<file path="src/rtl/tg_pwrseq_if.sv">
// Pixel-stream bundle between the timing generator (master) and the LCD output stage (slave).
// Carries sync/DE/RGB towards the stage and the registered panel-side signals back.
interface tg_pwrseq_if #(
  parameter int unsigned P_IN_BIT  = 8,
  parameter int unsigned P_OUT_BIT = 6
);
  logic                 vs_in;
  logic                 hs_in;
  logic                 de_in;
  logic [P_IN_BIT-1:0]  rdata_in;
  logic [P_IN_BIT-1:0]  gdata_in;
  logic [P_IN_BIT-1:0]  bdata_in;
  logic                 vs_out;
  logic                 hs_out;
  logic                 de_out;
  logic [P_OUT_BIT-1:0] rdata_out;
  logic [P_OUT_BIT-1:0] gdata_out;
  logic [P_OUT_BIT-1:0] bdata_out;

  modport master (
    output vs_in, hs_in, de_in, rdata_in, gdata_in, bdata_in,
    input  vs_out, hs_out, de_out, rdata_out, gdata_out, bdata_out
  );

  modport slave (
    input  vs_in, hs_in, de_in, rdata_in, gdata_in, bdata_in,
    output vs_out, hs_out, de_out, rdata_out, gdata_out, bdata_out
  );
endinterface

</file>
<file path="src/rtl/tg_pwrseq.sv">
// LCD output stage: registered sync/DE/RGB, colour-depth reduction, panel power sequencing, REV.
// Optional frame-rate-control dithering is enabled by defining TG_FRC_DITHER_EN.
module tg_pwrseq #(
  parameter int unsigned P_IN_BIT    = 8,
  parameter int unsigned P_OUT_BIT   = 6,
  parameter int unsigned P_WAIT_CNT  = 6250,
  parameter int unsigned P_CNT_BIT   = 13,
  parameter int unsigned P_BLANK_FRM = 2,
  parameter int unsigned P_VS_INV    = 1,
  parameter int unsigned P_HS_INV    = 1
) (
  input  logic            clk,
  input  logic            xrst,
  input  logic            pwr_req,
  input  logic            rev_en,
  tg_pwrseq_if.slave      vid,
  output logic            xstby,
  output logic            rev,
  output logic            ready
);

  typedef enum logic [2:0] {
    ST_OFF,
    ST_WAIT,
    ST_BLANK,
    ST_RUN,
    ST_DOWN
  } st_t;

  st_t                  state;
  logic [P_CNT_BIT-1:0] cnt;
  logic [3:0]           frm;
  logic                 vs_d;
  logic                 fs;
  logic                 last_frm;
  logic                 run_nx;
  logic [P_OUT_BIT-1:0] r_conv, g_conv, b_conv;

  assign fs       = vid.vs_in & ~vs_d;
  assign last_frm = ((frm + 4'd1) == 4'(P_BLANK_FRM));

  // Gating follows the state being entered so the registered outputs change on the same edge as the state.
  always_comb begin
    run_nx = 1'b0;
    case (state)
      ST_BLANK: run_nx = pwr_req & fs & last_frm;
      ST_RUN:   run_nx = pwr_req;
      default:  run_nx = 1'b0;
    endcase
  end

  always_ff @(posedge clk or negedge xrst) begin
    if (!xrst) begin
      state <= ST_OFF;
      cnt   <= '0;
      frm   <= '0;
      xstby <= 1'b1;
    end else begin
      case (state)
        ST_OFF: begin
          if (pwr_req) begin
            state <= ST_WAIT;
            cnt   <= '0;
          end
        end
        ST_WAIT: begin
          if (!pwr_req) begin
            state <= ST_OFF;
          end else if (cnt == P_CNT_BIT'(P_WAIT_CNT - 1)) begin
            xstby <= 1'b0;
            state <= ST_BLANK;
            frm   <= '0;
          end else if (cnt != '1) begin
            cnt <= cnt + 1'b1;
          end
        end
        ST_BLANK: begin
          if (!pwr_req) begin
            state <= ST_DOWN;
            frm   <= '0;
          end else if (fs) begin
            if (last_frm) state <= ST_RUN;
            else          frm   <= frm + 4'd1;
          end
        end
        ST_RUN: begin
          if (!pwr_req) begin
            state <= ST_DOWN;
            frm   <= '0;
          end
        end
        ST_DOWN: begin
          if (fs) begin
            if (last_frm) begin
              xstby <= 1'b1;
              state <= ST_OFF;
            end else begin
              frm <= frm + 4'd1;
            end
          end
        end
        default: state <= ST_OFF;
      endcase
    end
  end

`ifdef TG_FRC_DITHER_EN
  logic [1:0] frc_frm;
  logic       line_par;
  logic       pix_par;
  logic       de_d;
  logic [1:0] thr;

  assign thr = frc_frm + {line_par, pix_par};

  function automatic logic [P_OUT_BIT-1:0] frc(input logic [P_IN_BIT-1:0] d, input logic [1:0] t);
    logic [P_OUT_BIT-1:0] m;
    m = d[P_IN_BIT-1 -: P_OUT_BIT];
    if ((d[1:0] > t) && (m != '1)) m = m + P_OUT_BIT'(1);
    return m;
  endfunction

  assign r_conv = frc(vid.rdata_in, thr);
  assign g_conv = frc(vid.gdata_in, thr);
  assign b_conv = frc(vid.bdata_in, thr);

  always_ff @(posedge clk or negedge xrst) begin
    if (!xrst) begin
      frc_frm  <= '0;
      line_par <= 1'b0;
      pix_par  <= 1'b0;
      de_d     <= 1'b0;
    end else begin
      de_d <= vid.de_in;
      if (fs) frc_frm <= frc_frm + 2'd1;
      if (fs)                           line_par <= 1'b0;
      else if (de_d && !vid.de_in)      line_par <= ~line_par;
      pix_par <= vid.de_in ? ~pix_par : 1'b0;
    end
  end
`else
  assign r_conv = vid.rdata_in[P_IN_BIT-1 -: P_OUT_BIT];
  assign g_conv = vid.gdata_in[P_IN_BIT-1 -: P_OUT_BIT];
  assign b_conv = vid.bdata_in[P_IN_BIT-1 -: P_OUT_BIT];
`endif

  always_ff @(posedge clk or negedge xrst) begin
    if (!xrst) begin
      vs_d          <= 1'b0;
      vid.vs_out    <= 1'(P_VS_INV);
      vid.hs_out    <= 1'(P_HS_INV);
      vid.de_out    <= 1'b0;
      vid.rdata_out <= '0;
      vid.gdata_out <= '0;
      vid.bdata_out <= '0;
      ready         <= 1'b0;
      rev           <= 1'b0;
    end else begin
      vs_d          <= vid.vs_in;
      vid.vs_out    <= vid.vs_in ^ 1'(P_VS_INV);
      vid.hs_out    <= vid.hs_in ^ 1'(P_HS_INV);
      vid.de_out    <= vid.de_in & run_nx;
      vid.rdata_out <= run_nx ? r_conv : '0;
      vid.gdata_out <= run_nx ? g_conv : '0;
      vid.bdata_out <= run_nx ? b_conv : '0;
      ready         <= run_nx;
      if (!rev_en || xstby) rev <= 1'b0;
      else if (fs)          rev <= ~rev;
    end
  end

endmodule

</file>
<file path="src/flat_wrapper.sv">
// flat-port wrapper written by rule: the top's interface ports become plain ports
module tg_pwrseq_flat 
#(
  parameter int unsigned P_IN_BIT    = 8,
  parameter int unsigned P_OUT_BIT   = 6,
  parameter int unsigned P_WAIT_CNT  = 6250,
  parameter int unsigned P_CNT_BIT   = 13,
  parameter int unsigned P_BLANK_FRM = 2,
  parameter int unsigned P_VS_INV    = 1,
  parameter int unsigned P_HS_INV    = 1
)
  (clk, xrst, pwr_req, rev_en, xstby, rev, ready, vid_vs_in, vid_hs_in, vid_de_in, vid_rdata_in, vid_gdata_in, vid_bdata_in, vid_vs_out, vid_hs_out, vid_de_out, vid_rdata_out, vid_gdata_out, vid_bdata_out);
  tg_pwrseq_if #(.P_IN_BIT(P_IN_BIT), .P_OUT_BIT(P_OUT_BIT)) vid_i ();
  input  logic clk;
  input  logic xrst;
  input  logic pwr_req;
  input  logic rev_en;
  output logic xstby;
  output logic rev;
  output logic ready;
  input wire logic [$bits(vid_i.vs_in)-1:0] vid_vs_in;
  input wire logic [$bits(vid_i.hs_in)-1:0] vid_hs_in;
  input wire logic [$bits(vid_i.de_in)-1:0] vid_de_in;
  input wire logic [$bits(vid_i.rdata_in)-1:0] vid_rdata_in;
  input wire logic [$bits(vid_i.gdata_in)-1:0] vid_gdata_in;
  input wire logic [$bits(vid_i.bdata_in)-1:0] vid_bdata_in;
  output wire logic [$bits(vid_i.vs_out)-1:0] vid_vs_out;
  output wire logic [$bits(vid_i.hs_out)-1:0] vid_hs_out;
  output wire logic [$bits(vid_i.de_out)-1:0] vid_de_out;
  output wire logic [$bits(vid_i.rdata_out)-1:0] vid_rdata_out;
  output wire logic [$bits(vid_i.gdata_out)-1:0] vid_gdata_out;
  output wire logic [$bits(vid_i.bdata_out)-1:0] vid_bdata_out;
  assign vid_i.vs_in = vid_vs_in;
  assign vid_i.hs_in = vid_hs_in;
  assign vid_i.de_in = vid_de_in;
  assign vid_i.rdata_in = vid_rdata_in;
  assign vid_i.gdata_in = vid_gdata_in;
  assign vid_i.bdata_in = vid_bdata_in;
  assign vid_vs_out = vid_i.vs_out;
  assign vid_hs_out = vid_i.hs_out;
  assign vid_de_out = vid_i.de_out;
  assign vid_rdata_out = vid_i.rdata_out;
  assign vid_gdata_out = vid_i.gdata_out;
  assign vid_bdata_out = vid_i.bdata_out;
  tg_pwrseq #(.P_IN_BIT(P_IN_BIT), .P_OUT_BIT(P_OUT_BIT), .P_WAIT_CNT(P_WAIT_CNT), .P_CNT_BIT(P_CNT_BIT), .P_BLANK_FRM(P_BLANK_FRM), .P_VS_INV(P_VS_INV), .P_HS_INV(P_HS_INV)) u_core (.clk(clk), .xrst(xrst), .pwr_req(pwr_req), .rev_en(rev_en), .vid(vid_i), .xstby(xstby), .rev(rev), .ready(ready));
endmodule
</file>
<file path="config.mk">
export PLATFORM = sky130hd
export DESIGN_NAME = tg_pwrseq_flat
export DESIGN_NICKNAME = d
export VERILOG_FILES = /design/src/rtl/tg_pwrseq_if.sv /design/src/rtl/tg_pwrseq.sv /design/src/flat_wrapper.sv
export SDC_FILE = /design/constraint.sdc
export NUM_CORES = 1
export LEC_CHECK = 0
export BUFFER_PORTS_ARGS = -buffer_cell sky130_fd_sc_hd__buf_2
export CAP_MARGIN = 20
export CORE_ASPECT_RATIO = 0.75
export CORE_UTILIZATION = 28
export CTS_CLUSTER_SIZE = 14
export DETAILED_ROUTE_END_ITERATION = 12
export HOLD_SLACK_MARGIN = 0.05
export MAX_ROUTING_LAYER = met4
export PLACE_DENSITY = 0.53
export SYNTH_ARGS = -nofsm -noshare
export SYNTH_HDL_FRONTEND = slang
export SYNTH_SLANG_ARGS = --single-unit
</file>
<file path="constraint.sdc">
create_clock -name clk -period 6.8 [get_ports clk]
set_clock_uncertainty 0.05 [all_clocks]
set_input_delay 0.34 -clock clk [delete_from_list [all_inputs] [get_ports clk]]
set_output_delay 0.34 -clock clk [all_outputs]
set_load 0.02 [all_outputs]
</file>
Word-level counts from Yosys, hierarchy flattened

Cells that the tools add are included.

Logic and storage cells: 85
Register bits after elaboration: 45
Output and inout port bits: 24
Input port bits: 31

Bitwise operators: 8
Equal/unequal tests: 18
Reductions and logical operators: 11
$add $sub $neg: 2
Multiplexer cells: 33

Operator list:

| kind                    | count |
|---|---|
| $mux W13                | 4 |
| $mux W3                 | 9 |
| $pmux W13 S2            | 1 |
| $mux W4                 | 6 |
| $mux W6                 | 3 |
| $pmux W4 S4             | 1 |
| $pmux W3 S5             | 1 |
| $add A13 B1 Y13 const B | 1 |
| $eq A13 B13 Y1 const B  | 1 |
| $ne A13 B13 Y1 const B  | 1 |
| $reduce_and A5 Y1       | 2 |
| $ne A3 B2 Y1 const B    | 3 |
| $ne A2 B1 Y1 const B    | 4 |
| $ne A2 B2 Y1 const B    | 4 |
| $reduce_and A7 Y1       | 1 |
| $eq A3 B2 Y1 const B    | 2 |
| $mux W1                 | 6 |
| $reduce_bool A2 Y1      | 3 |
| $add A4 B1 Y4 const B   | 1 |
| $and A1 B1 Y1           | 4 |
| $eq A4 B2 Y1 const B    | 1 |
| $not A1 Y1              | 4 |
| $pmux W1 S2             | 2 |
| $reduce_and A4 Y1       | 1 |
| 6 further kinds         | 6 |

Logic depth before layout (Yosys ltp)

Gate-level depths: netlist (run 1).

Depth after elaboration: 6
Mapped depth: 8
Mapped depth without buffers: 7

Worst setup path before layout (run 1)

Ideal clock, no wire load.

Path kind: reg-to-reg
Start point: reg u_core.cnt[1]
End point: reg u_core.frm[0]
Period minus slack after synthesis: 2.141 ns
Arrival time: 2.013 ns
Stages on the path, launching flop included: 8
Path buffers: 0
Slack: 4.659 ns
Setup time: 0.078 ns
Data required time: 6.672 ns
Path through: dfrtp_1 > inv_1 > ha_1 > or4b_4 > nor4_4 > nor3_2 > or4_1 > a21boi_1

Cells in the longest elaborated chain, start to end: 3

Ends and longest elaborated chain:

| element                            | RTL line        | text |
|---|---|---|
| start: declaration                 | tg_pwrseq.sv:31 | `logic [P_CNT_BIT-1:0] cnt;` |
| start signal: assignment           | tg_pwrseq.sv:74 | `cnt <= cnt + 1'b1;` |
| $eq A13 B13 Y1                     | tg_pwrseq.sv:69 | `end else if (cnt == P_CNT_BIT'(P_WAIT_CNT - 1)) begin` |
| $ne A2 B1 Y1 (no source line)      | n/a             |  |
| $reduce_and A4 Y1 (no source line) | n/a             |  |
| end signal: assignment             | tg_pwrseq.sv:83 | `else frm <= frm + 4'd1;` |
| end signal: assignment             | tg_pwrseq.sv:98 | `frm <= frm + 4'd1;` |
| end: declaration                   | tg_pwrseq.sv:32 | `logic [3:0] frm;` |

No other way between the ends.
A chain may end at the register's enable or synchronous reset.

Worst setup path after layout (run 1)

Start point: reg u_core.cnt[10]
End point: reg u_core.cnt[0]

Cells in the longest elaborated chain, start to end: 3
Elaborated cells between the ends (all ways): 5
Those cells by class: eq/ne: 4; reduce/logical: 1

Ends and longest elaborated chain:

| element                                                       | RTL line |
|---|---|
| $eq A13 B13 Y1 or $ne A13 B13 Y1 (tied branches)              | tg_pwrseq.sv:69, tg_pwrseq.sv:73 |
| $ne A2 B2 Y1 (no source line) or $ne A2 B1 Y1 (tied branches) | n/a |
| $reduce_and A5 Y1 (no source line) *                          | n/a |

Mark *: on every way between the ends. The rest lies on a longest branch, timed or not.

==> metrics, run 1 <==
switching pwr=0.140 mW; max-slew violation count=0; CP Max Fanout=12; post-synth cell types=49; Starting DRT DRC Count=63; Min-Delay Path Class=in -> reg; layout net count=287; CTS Root Cell=clkbuf_8; Comb power frac=0.093; top cell type by total area after synthesis=dfrtp_1; measured slew at the worst slew-check pin=1.03 ns; Cell Pwr Density=209 mW/mm2; Inst Count DP=344; post-synthesis cell count=203; syn nets=238; DR vias=1639; CP Launch Type=register; Yosys top cell area share=0.484; CP Data Arrival Time=2.74 ns; clk buf depth=2; Net Sw Frac=0.255; # Post-CTS Setup Buffers=0; total wire length=4350 um; TNS Setup=0 ns; layout cells sized above 1=0.296; die area=0.00811 mm2; initial antenna violation count=0; Max VDD drop=0.0000800 V; mapped cell area=0.00217 mm2; detailed-route vias per instance=4.63; Fin. Hold Viols=0; I/O pins=55; cts hold-fix bufs=0; die height=78.2 um; CP top delay family=compound AO/OA/AOI/OAI gates; Area contributors post-synth=dfrtp_1 48%, and3_1 5.8%, xnor2_1 4.0%; max_slew headroom=0.305; dpl hpwl=2980 um; Rows=27; CTS tree=built; Yosys reg bits=45; Antenna Cells=0; Worst Path Buf+Inv=0; Initial Util=0.292; min cycle time layout=2.60 ns; DRT antenna net count=0; Worst EP required=6.93 ns; Die W=104 um; vias in the first global route=1536; core area=0.00743 mm2; H-tree levels=2; Leak=1.32 nW; drt drc=0; PortBufs=48; RSZ-0062 raised after global routing=no; Post-CTS Resized=0; Tot GR Track Use=0.115; gr ovfl total=0; Main synth FF type=dfrtp_1; Flop pwr share=0.514; sequential area share after synthesis=0.521; Clock transition at path regs=0.09 ns; CTS buffer count=5; largest net degree at the start of global routing=46; CP endpoint kind=register; CP max-delay cell=o41ai_2; routability cong.=0.774; Sink Count=45; Yosys Warn Count=0; final setup fails=0; max-cap viol count=0; clock power share=0.393; area grow syn2layout=21.4%; Syn Area/Cell=10.7 um2; outcome=completed; asr flop ratio synth=1.00; EDFF count, synth=0; Fmax=384 MHz; worst skew pair latency=0.30 ns; fin cells=354; Pint=0.409 mW; first-pass GRT wire length=7170 um; Pre-antenna DRT Iters=4; CP Cell Sequence=or4b_4 > o41ai_2 > nor2_1 > a21oi_1 > o22ai_1; highest cell delay on the worst timing path=0.95 ns; Layout fillers=784; Crit Path Class=reg -> reg; DR WL/cell=12.3 um; period utilization=0.383
-- area by class of cell --
| cell class | count | area [um2] | share of cell area |
|---|---|---|---|
| Tap cell | 101 | 126 | 0.0480 |
| Clock buffer | 5 | 68.8 | 0.0261 |
| Sequential cell | 45 | 1130 | 0.429 |
| Inverter | 8 | 30.0 | 0.0114 |
| Timing Repair Buffer | 52 | 285 | 0.108 |
| Multi-Input combinational cell | 140 | 943 | 0.358 |
| Clock inverter | 3 | 50.0 | 0.0190 |
-- placed cells by master, fill, tap and decap left out, types with 2 or more instances in the layout --
cell | Yosys | layout
o31ai_1 | 2 | 2
ha_1 | 4 | 4
or4b_4 | 2 | 2
nor4b_1 | 2 | 2
nand2b_1 | 3 | 3
and2_1 | 3 | 3
dfstp_2 | 3 | 3
xnor2_1 | 10 | 10
o22ai_1 | 2 | 2
clkbuf_8 | 2 | 5
o21a_1 | 2 | 2
nand2_1 | 11 | 11
nor4_1 | 7 | 7
nor4_4 | 2 | 2
nor2_1 | 18 | 18
inv_1 | 8 | 8
nor3b_1 | 6 | 6
and3_1 | 20 | 20
nand3_1 | 9 | 9
nor3_1 | 6 | 6
dfrtp_1 | 42 | 42
a21oi_1 | 5 | 5
buf_4 | 0 | 2
nand4_1 | 2 | 2
o21ai_0 | 2 | 2
buf_2 | 1 | 48
-- routing by layer --
metal	up-vias	track usage	routed length, um
li1	813	-	-
met3	6	0.0365	286
met4	0	0.0522	66
met1	764	0.162	2350
met2	56	0.149	1650
met5	-	-	0
-- sequential cells by signal, summed over array words and instances (netlist names), 3 cells and up --
signal                count
u_core.frm                4
u_core.vid.gdata_out      6
u_core.vid.rdata_out      6
u_core.cnt               13
u_core.vid.bdata_out      6
u_core.state              3
-- power groups by stage --
stage               clock (mW)  sequential, mW  combinational [mW]
global placement             0           0.288              0.0497
detailed placement           0           0.288              0.0499
finish                   0.216           0.283              0.0511
CTS                      0.220           0.283              0.0501
global route             0.234           0.284              0.0572
floorplan                    0           0.287              0.0306
-- kinds of logic after synthesis --
kind of cell | synth area share
AOI/OAI and AO/OA | 0.0825
xor gates and xnor gates | 0.0444
adders and majority gates | 0.0231
buffers and inverters | 0.0444
DFF | 0.521
muxes | 0.00461
and+or+nand+nor | 0.280
-- worst paths after layout --
check	slack [ns]	start	end	cells after the start
max	4.20	u_core.cnt[10]	u_core.cnt[0]	5
min reg2reg	0.53	u_core.frm[2]	u_core.frm[2]	1
min	0.08	vid_hs_in	u_core.vid.hs_out	2
max reg2reg	4.20	u_core.cnt[10]	u_core.cnt[0]	5
max in group asynchronous	5.78	xrst	u_core.xstby	3
min in group asynchronous	0.39	xrst	u_core.frm[3]	2
-- synth_stat cells (3+ instances only) --
master	instances
ha_1	4
and3_1	20
dfstp_2	3
and2_1	3
clkbuf_1	6
xnor2_1	10
nor3_1	6
nor4_1	7
dfrtp_1	42
nand3_1	9
nor3b_1	6
a21oi_1	5
inv_1	8
nand2_1	11
nor2_1	18
nand2b_1	3
-- per-stage QoR --
step | util | hold WS [ns] | instance area (um2) | power [mW] | setup WS (ns)
final | 0.354 | 0.0840 | 2630 | 0.549 | 4.20
after global routing | 0.354 | 0.0671 | 2630 | 0.575 | 3.97
after CTS | 0.350 | 0.0806 | 2600 | 0.553 | 4.19
after detailed placement | 0.334 | 0.406 | 2480 | 0.338 | 4.20
after global placement | 0.334 | 0.401 | 2480 | 0.337 | 4.21
after floorplan | - | -0.00559 | 2170 | 0.318 | 4.66
Power figures use the tool's default switching activity.
==> run 2: changes to the inputs <==
--- a/config.mk
+++ b/config.mk
@@ -5,6 +5,7 @@
 export SDC_FILE = /design/constraint.sdc
 export NUM_CORES = 1
 export LEC_CHECK = 0
+export ABC_AREA = 1
 export BUFFER_PORTS_ARGS = -buffer_cell sky130_fd_sc_hd__buf_2
 export CAP_MARGIN = 20
 export CORE_ASPECT_RATIO = 0.75
@@ -13,7 +14,7 @@
 export DETAILED_ROUTE_END_ITERATION = 12
 export HOLD_SLACK_MARGIN = 0.05
 export MAX_ROUTING_LAYER = met4
-export PLACE_DENSITY = 0.53
+export PLACE_DENSITY = 0.54
 export SYNTH_ARGS = -nofsm -noshare
 export SYNTH_HDL_FRONTEND = slang
 export SYNTH_SLANG_ARGS = --single-unit
==> constraint.sdc (replaced) <==
create_clock -name clk -period 2.2 [get_ports clk]
set_clock_uncertainty 0.05 [all_clocks]
set_input_delay 0.11 -clock clk [delete_from_list [all_inputs] [get_ports clk]]
set_output_delay 0.11 -clock clk [all_outputs]
set_load 0.02 [all_outputs]
==> run 2 against run 1 <==
Effect of this change:
- synthesized cell count is 46% higher
- non-clock buffer count is 22 higher
- sequential power grew to 3.6 times the previous value
- worst hold slack worse by 0.012 ns
- combinational power grew to 16 times the previous value
- sequential cell count stayed put
- register-to-register slack worse by 3.8 ns
- cell count is 35% higher
- first-iteration DRC count is 97% higher
- sequential share of layout area is 5.8 points lower
- critical path type unchanged
- largest cell class unchanged
- highest routed layer unchanged
==> metrics, run 2 <==
end point of the critical path=u_core.vid.gdata_out[1]; Worst Setup Slack, final=0.434 ns (-3.76 ns); detailed-route vias per instance=4.33 (-6.4%); Initial Util=0.293 (+0.00131); CTS Root Cell=clkbuf_8; Tot Pwr=2.40 mW (+340%); Tot GR Track Use=0.129 (+0.0139); Area after DPL=0.00271 mm2 (+8.9%); H-tree levels=2 (unchanged); Sink Count=45 (unchanged); CP Max Fanout=20 (+8); Clock transition at path regs=0.09 ns (about the same); highest cell delay on the worst timing path=0.47 ns (-0.48 ns); syn nets=332 (+39%); RSZ-0062 raised after global routing=no; clk buf depth=2 (unchanged); Fin. Hold Viols=0 (unchanged); CP Data Arrival Time=1.95 ns (-0.79 ns); outcome=completed; layout net count=408 (+42%); most frequent cell after synthesis=nand2_1; die area=0.00874 mm2 (+7.8%); Main synth FF type=dfrtp_1; reg2reg setup slack=0.43 ns (-3.76 ns); layout cells sized above 1=0.214 (-0.0825); max-slew violation count=0 (unchanged); Pre-antenna DRT Iters=4 (unchanged); period utilization=0.803 (+0.420); Antenna Cells=0 (unchanged); DR vias=2076 (+27%); routability cong.=0.798 (+3.0%); max_slew headroom=0.609 (+0.305); max reg flops=13 (unchanged); Cell Pwr Density=788 mW/mm2 (+280%); PortBufs=48 (unchanged); Crit Path Class=reg -> reg; mapped cell area=0.00234 mm2 (+8.0%); Starting DRT DRC Count=124 (+97%); die height=81.2 um (+3.8%); Worst EP required=2.38 ns (-4.55 ns); Yosys top cell area share=0.449 (-0.0357); Yosys reg bits=45 (unchanged); CP Depth=9 (+4); top cell type by total area after synthesis=dfrtp_1; Rows=28 (+3.7%); I/O pins=55 (unchanged); final core utilization=0.381 (+0.0264); RR Endpoint=u_core.vid.gdata_out[1]; CP Launch Point=u_core.frm[0]; DRT antenna net count=0 (unchanged); Min-Delay Path Class=in -> reg; Worst Path Buf+Inv=2 (+2); most instantiated cells after synthesis=69 x nand2_1, 56 x nor2_1, 45 x inv_1, 42 x dfrtp_1, 20 x nand3_1; initial antenna violation count=0 (unchanged); sequential area share after synthesis=0.482 (-0.0384); CTS tree=built; most flop-heavy register=u_core.cnt; core area=0.00799 mm2 (+7.5%); # Post-CTS Setup Buffers=0 (unchanged); post-synth cell types=29 (-41%); DR WL/cell=10.7 um (-13%); post-synthesis cell count=297 (+46%); CP top delay family=simple AND/OR/NAND/NOR gates; CP Launch Type=register; cts hold-fix bufs=23 (+23); Area contributors post-synth=dfrtp_1 45%, nand2_1 11%, nor2_1 9.0%; TNS Setup=0 ns (unchanged); total wire length=5140 um (+18%); final instance area=0.00304 mm2 (+15%); worst skew pair latency=0.30 ns (about the same); Yosys Warn Count=0 (unchanged); Leak=1.63 nW (+23%); measured slew at the worst slew-check pin=0.586 ns (-0.445 ns); min cycle time layout=1.77 ns (-0.839 ns); drt drc=0 (unchanged); CP endpoint kind=register; Place WS=0.437 ns (-3.76 ns); Max VDD drop=0.000302 V (+280%); Die W=108 um (+3.8%); Inst Count DP=448 (+30%); commonest cells after routing, fill and taps aside=69 x nand2_1, 56 x nor2_1, 48 x buf_2, 45 x inv_1, 42 x dfrtp_1; vias in the first global route=1928 (+26%); largest net degree at the start of global routing=46 (unchanged); max-cap viol count=0 (unchanged); Fmax=566 MHz (+47%); Syn Area/Cell=7.89 um2 (-26%); gr ovfl total=0 (unchanged); CP Cell Sequence=ha_1 > inv_1 > nand2_1 > a21oi_1 > nand3_1 > nand2_1 > nand3_1 > buf_4 > nor2_1; R2R Path Start=u_core.frm[0]; hold slack=0.0717 ns (-0.0123 ns); commonest non-fill, non-tap cell in the layout=nand2_1; final setup fails=0 (unchanged); EDFF count, synth=0 (unchanged); R2R depth=9 (+4); dpl hpwl=3530 um (+19%); fin cells=479 (+35%); CP max-delay cell=dfrtp_1; Post-CTS Resized=0 (unchanged); asr flop ratio synth=1.00 (unchanged); CTS buffer count=5 (unchanged); area grow syn2layout=29.9%; first-pass GRT wire length=8580 um (+20%)
==> run 2: changes by cell type in the layout (fill, tap and decap cells not counted), sizes merged, moves of 6 or more <==
cell,previous run,this run
o21ai,2,14
nand4,2,10
nor2,18,59
inv,9,48
dlygate4sd3,1,23
nor3b,6,0
xor2,1,7
nand3,9,23
nand2,11,72
and3,20,0
nor4,9,1
xnor2,10,3
==> run 2: area by class of cell <==
type                    instances  area (um2)
clock buffers                   7        96.3
clock inverters                 1        8.76
fillers                       816        4950
inverters                      47         176
multi-input cells             200        1010
flip-flops and latches         45        1130
well taps                     105         131
repair buffers                 74         493
==> run 2: report_power, final <==
| group | switching, mW | internal, mW | total [mW] |
|---|---|---|---|
| Sequential | 0.0917 | 0.926 | 1.02 |
| Clock | 0.296 | 0.290 | 0.586 |
| Combinational | 0.526 | 0.267 | 0.793 |
==> run 2: worst register-to-register path, delay by kind of cell (launching register included) <==
family	cells	cell delay, ns
AO/OA/AOI/OAI	1	0.15
flip-flops	1	0.47
buffers and inverters	2	0.26
adder cells (fa/ha/maj)	1	0.25
AND/OR/NAND/NOR	5	0.51
==> run 2: how the worst min path moves through the flow <==
stage               slack [ns]  cells past startpoint      start                 to
floorplan                -0.24                      0       xrst      u_core.cnt[0]
global placement          0.17                      2  vid_hs_in  u_core.vid.hs_out
detailed placement        0.18                      2  vid_hs_in  u_core.vid.hs_out
CTS                       0.06                      3    pwr_req      u_core.frm[3]
global route              0.07                      3    pwr_req      u_core.frm[3]
finish                    0.07                      3    pwr_req      u_core.frm[3]
==> run 2: metal layers <==
metal / track usage / share of wire / wire length, um
met1: 0.162 / 0.51 / 2610
met2: 0.208 / 0.44 / 2260
met3: 0.0241 / 0.038 / 196
met4: 0.0521 / 0.015 / 79
met5: - / 0 / 0
==> run 2: cell families (layout without fill, tap and decap cells) <==
group           after synthesis  count (layout)  synth area share
flops                        45              45             0.482
xor+xnor                     10              10            0.0374
buf+inv                      52             129            0.0881
fa+ha+maj                     4               4            0.0214
compound gates               17              17            0.0443
simple gates                169             169             0.326
==> run 3: changes to the inputs <==
--- a/config.mk
+++ b/config.mk
@@ -14,7 +14,7 @@
 export DETAILED_ROUTE_END_ITERATION = 12
 export HOLD_SLACK_MARGIN = 0.05
 export MAX_ROUTING_LAYER = met4
-export PLACE_DENSITY = 0.54
+export PLACE_DENSITY = 0.52
 export SYNTH_ARGS = -nofsm -noshare
 export SYNTH_HDL_FRONTEND = slang
 export SYNTH_SLANG_ARGS = --single-unit
==> constraint.sdc (replaced) <==
create_clock -name clk -period 1.7 [get_ports clk]
set_clock_uncertainty 0.05 [all_clocks]
set_input_delay 0.085 -clock clk [delete_from_list [all_inputs] [get_ports clk]]
set_output_delay 0.085 -clock clk [all_outputs]
set_load 0.02 [all_outputs]
==> run 3 against run 2 <==
Effect of this change:
- global-route usage rose by 0.83 points
- register-to-register slack got worse by 0.37 ns
- sequential power rose by 30%
- cell area rose by 12%
- sequential share of layout area fell by 3.8 points
- setup slack got worse by 0.37 ns
- highest routed layer unchanged
- largest cell class is now multi-input combinational cells
- critical endpoint is now u_core.vid.rdata_out[4]
- wire length rose by 10%
- cell count rose by 2.7%
- non-clock buffer count rose by 13
- via count rose by 0.87%
==> metrics, run 3 (synthesis gave the netlist of run 2 again) <==
area grow syn2layout=45.4%; CTS Root Cell=clkbuf_8; core area=0.00799 mm2 (unchanged); Die W=108 um (unchanged); Inst Count DP=453 (+1.1%); commonest non-fill, non-tap cell in the layout=nand2_1; fin cells=492 (+2.7%); DRT antenna net count=0 (unchanged); Clock transition at path regs=0.09 ns (about the same); first-pass GRT wire length=9170 um (+6.9%); layout cells sized above 1=0.362 (+0.148); routability cong.=0.828 (+3.8%); CP Max Fanout=5 (-75%); Tot Pwr=3.36 mW (+40%); vias in the first global route=2070 (+7.4%); Antenna Cells=0 (unchanged); Pint=2.02 mW (+36%); min cycle time layout=1.63 ns (-0.131 ns); max_slew headroom=0.607 (-0.00206); Worst Setup Slack, final=0.0652 ns (-0.369 ns); reg2reg setup slack=0.07 ns (-0.37 ns); Fmax=612 MHz (+8.0%); CP Data Arrival Time=1.82 ns (-0.13 ns); measured slew at the worst slew-check pin=0.589 ns (+0.00309 ns); Crit Path Class=reg -> reg; detailed-route vias per instance=4.26 (-1.8%); Flop pwr share=0.396 (-0.029); outcome=completed; Rows=28 (unchanged); Net Sw Frac=0.398 (+0.0170); initial antenna violation count=0 (unchanged); max-cap viol count=0 (unchanged); Leak=1.71 nW (+4.8%); worst skew pair latency=0.30 ns (about the same); worst hold stages=3 (unchanged); H-tree levels=2 (unchanged); Pre-antenna DRT Iters=4 (unchanged); WHS Endpoint=u_core.frm[3]; CP Launch Type=register; Tot GR Track Use=0.138 (+0.00828); PortBufs=48 (unchanged); period utilization=0.962 (+0.159); DR vias=2094 (+0.87%); gr ovfl total=0 (unchanged); Starting DRT DRC Count=109 (-12%); I/O pins=55 (unchanged); die height=81.2 um (unchanged); DR WL/cell=11.6 um (+7.6%); final setup fails=0 (unchanged); most flop-heavy register=u_core.cnt; largest net degree at the start of global routing=46 (unchanged); clock power share=0.198 (-0.047); CTS buffer count=5 (unchanged); Fin. Hold Viols=0 (unchanged); Place WS=0.0320 ns (-0.405 ns); Max VDD drop=0.000533 V (+76%); Worst EP required=1.89 ns (-0.49 ns); CP endpoint kind=register; clk buf depth=2 (unchanged); dpl hpwl=3690 um (+4.3%); Comb power frac=0.406 (+0.075); R2R depth=9 (unchanged); RSZ-0062 raised after global routing=yes; RR Endpoint=u_core.vid.rdata_out[4]; total wire length=5680 um (+10%); layout net count=421 (+3.2%); Min-Delay Path Class=in -> reg; Cell Pwr Density=986 mW/mm2 (+25%); Initial Util=0.293 (unchanged); switching pwr=1.34 mW (+46%); hold slack=0.103 ns (+0.0312 ns); max reg flops=13 (unchanged); beginning of the worst hold path=pwr_req; commonest cells after routing, fill and taps aside=62 x nand2_1, 48 x buf_2, 43 x inv_1, 38 x dfrtp_1, 34 x nor2_1; Sink Count=45 (unchanged); drt drc=0 (unchanged); R2R Path Start=u_core.frm[1]; CTS tree=built; max-slew violation count=0 (unchanged); die area=0.00874 mm2 (unchanged)
## run 3: worst max path at each step
stage                             start                      end  slack [ns]
after global routing      u_core.frm[1]  u_core.vid.rdata_out[4]       -0.04
after CTS                 u_core.frm[0]  u_core.vid.bdata_out[3]       0.006
after global placement    u_core.frm[0]  u_core.vid.gdata_out[4]        0.04
final                     u_core.frm[1]  u_core.vid.rdata_out[4]        0.07
after floorplan           u_core.cnt[0]           u_core.cnt[10]        0.11
after detailed placement  u_core.frm[0]  u_core.vid.bdata_out[3]        0.03
## run 3: metrics by stage
| step | area, um2 | utilization | setup TNS, ns |
|---|---|---|---|
| finish | 3410 | 0.426 | 0 |
| detailed placement | 2760 | 0.345 | 0 |
| global route | 3410 | 0.426 | -0.396 |
| floorplan | 2340 | - | 0 |
| CTS | 3070 | 0.385 | 0 |
| global placement | 2760 | 0.345 | 0 |
## run 3: final cells by class
class | count | area, um2
clock inverter | 2 | 13.8
inverter | 47 | 176
sequential | 45 | 1130
timing repair buffer | 87 | 646
tap | 105 | 131
fill | 815 | 4580
clock buffer | 6 | 72.6
multi-input combinational | 200 | 1230
## run 3: worst max-delay path: stages, from the launching register on
cell	delay [ns]
dfrtp_1	0.41
ha_2	0.21
inv_2	0.05
nand2_2	0.05
a21oi_2	0.16
nand3_2	0.14
nand2_2	0.12
nand3_4	0.12
clkbuf_16	0.20
nor2_4	0.07
## run 3: what timing repair did
| item | CTS | global route |
|---|---|---|
| hold endpoints to repair | 65 | 0 |
| buffers inserted | 0 | 5 |
| gates resized for setup | 0 | 68 |
| hold buffers | 23 | 0 |
| endpoints found under the setup margin | 0 | 41 |
## run 3: power by group through the flow
stage | combinational (mW) | clock, mW | sequential, mW
6_report | 1.36 | 0.663 | 1.33
5_1_grt | 1.53 | 0.737 | 1.35
4_1_cts | 1.11 | 0.697 | 1.31
3_5_place_dp | 1.06 | 0 | 1.33
3_3_place_gp | 1.05 | 0 | 1.33
2_1_floorplan | 0.697 | 0 | 1.37
## run 3: metal layers
layer	up-vias	track usage	wire length, um
met5	-	-	0
met3	4	0.0241	139
met1	958	0.186	2930
li1	1091	-	-
met4	0	0.0452	56
met2	41	0.210	2550
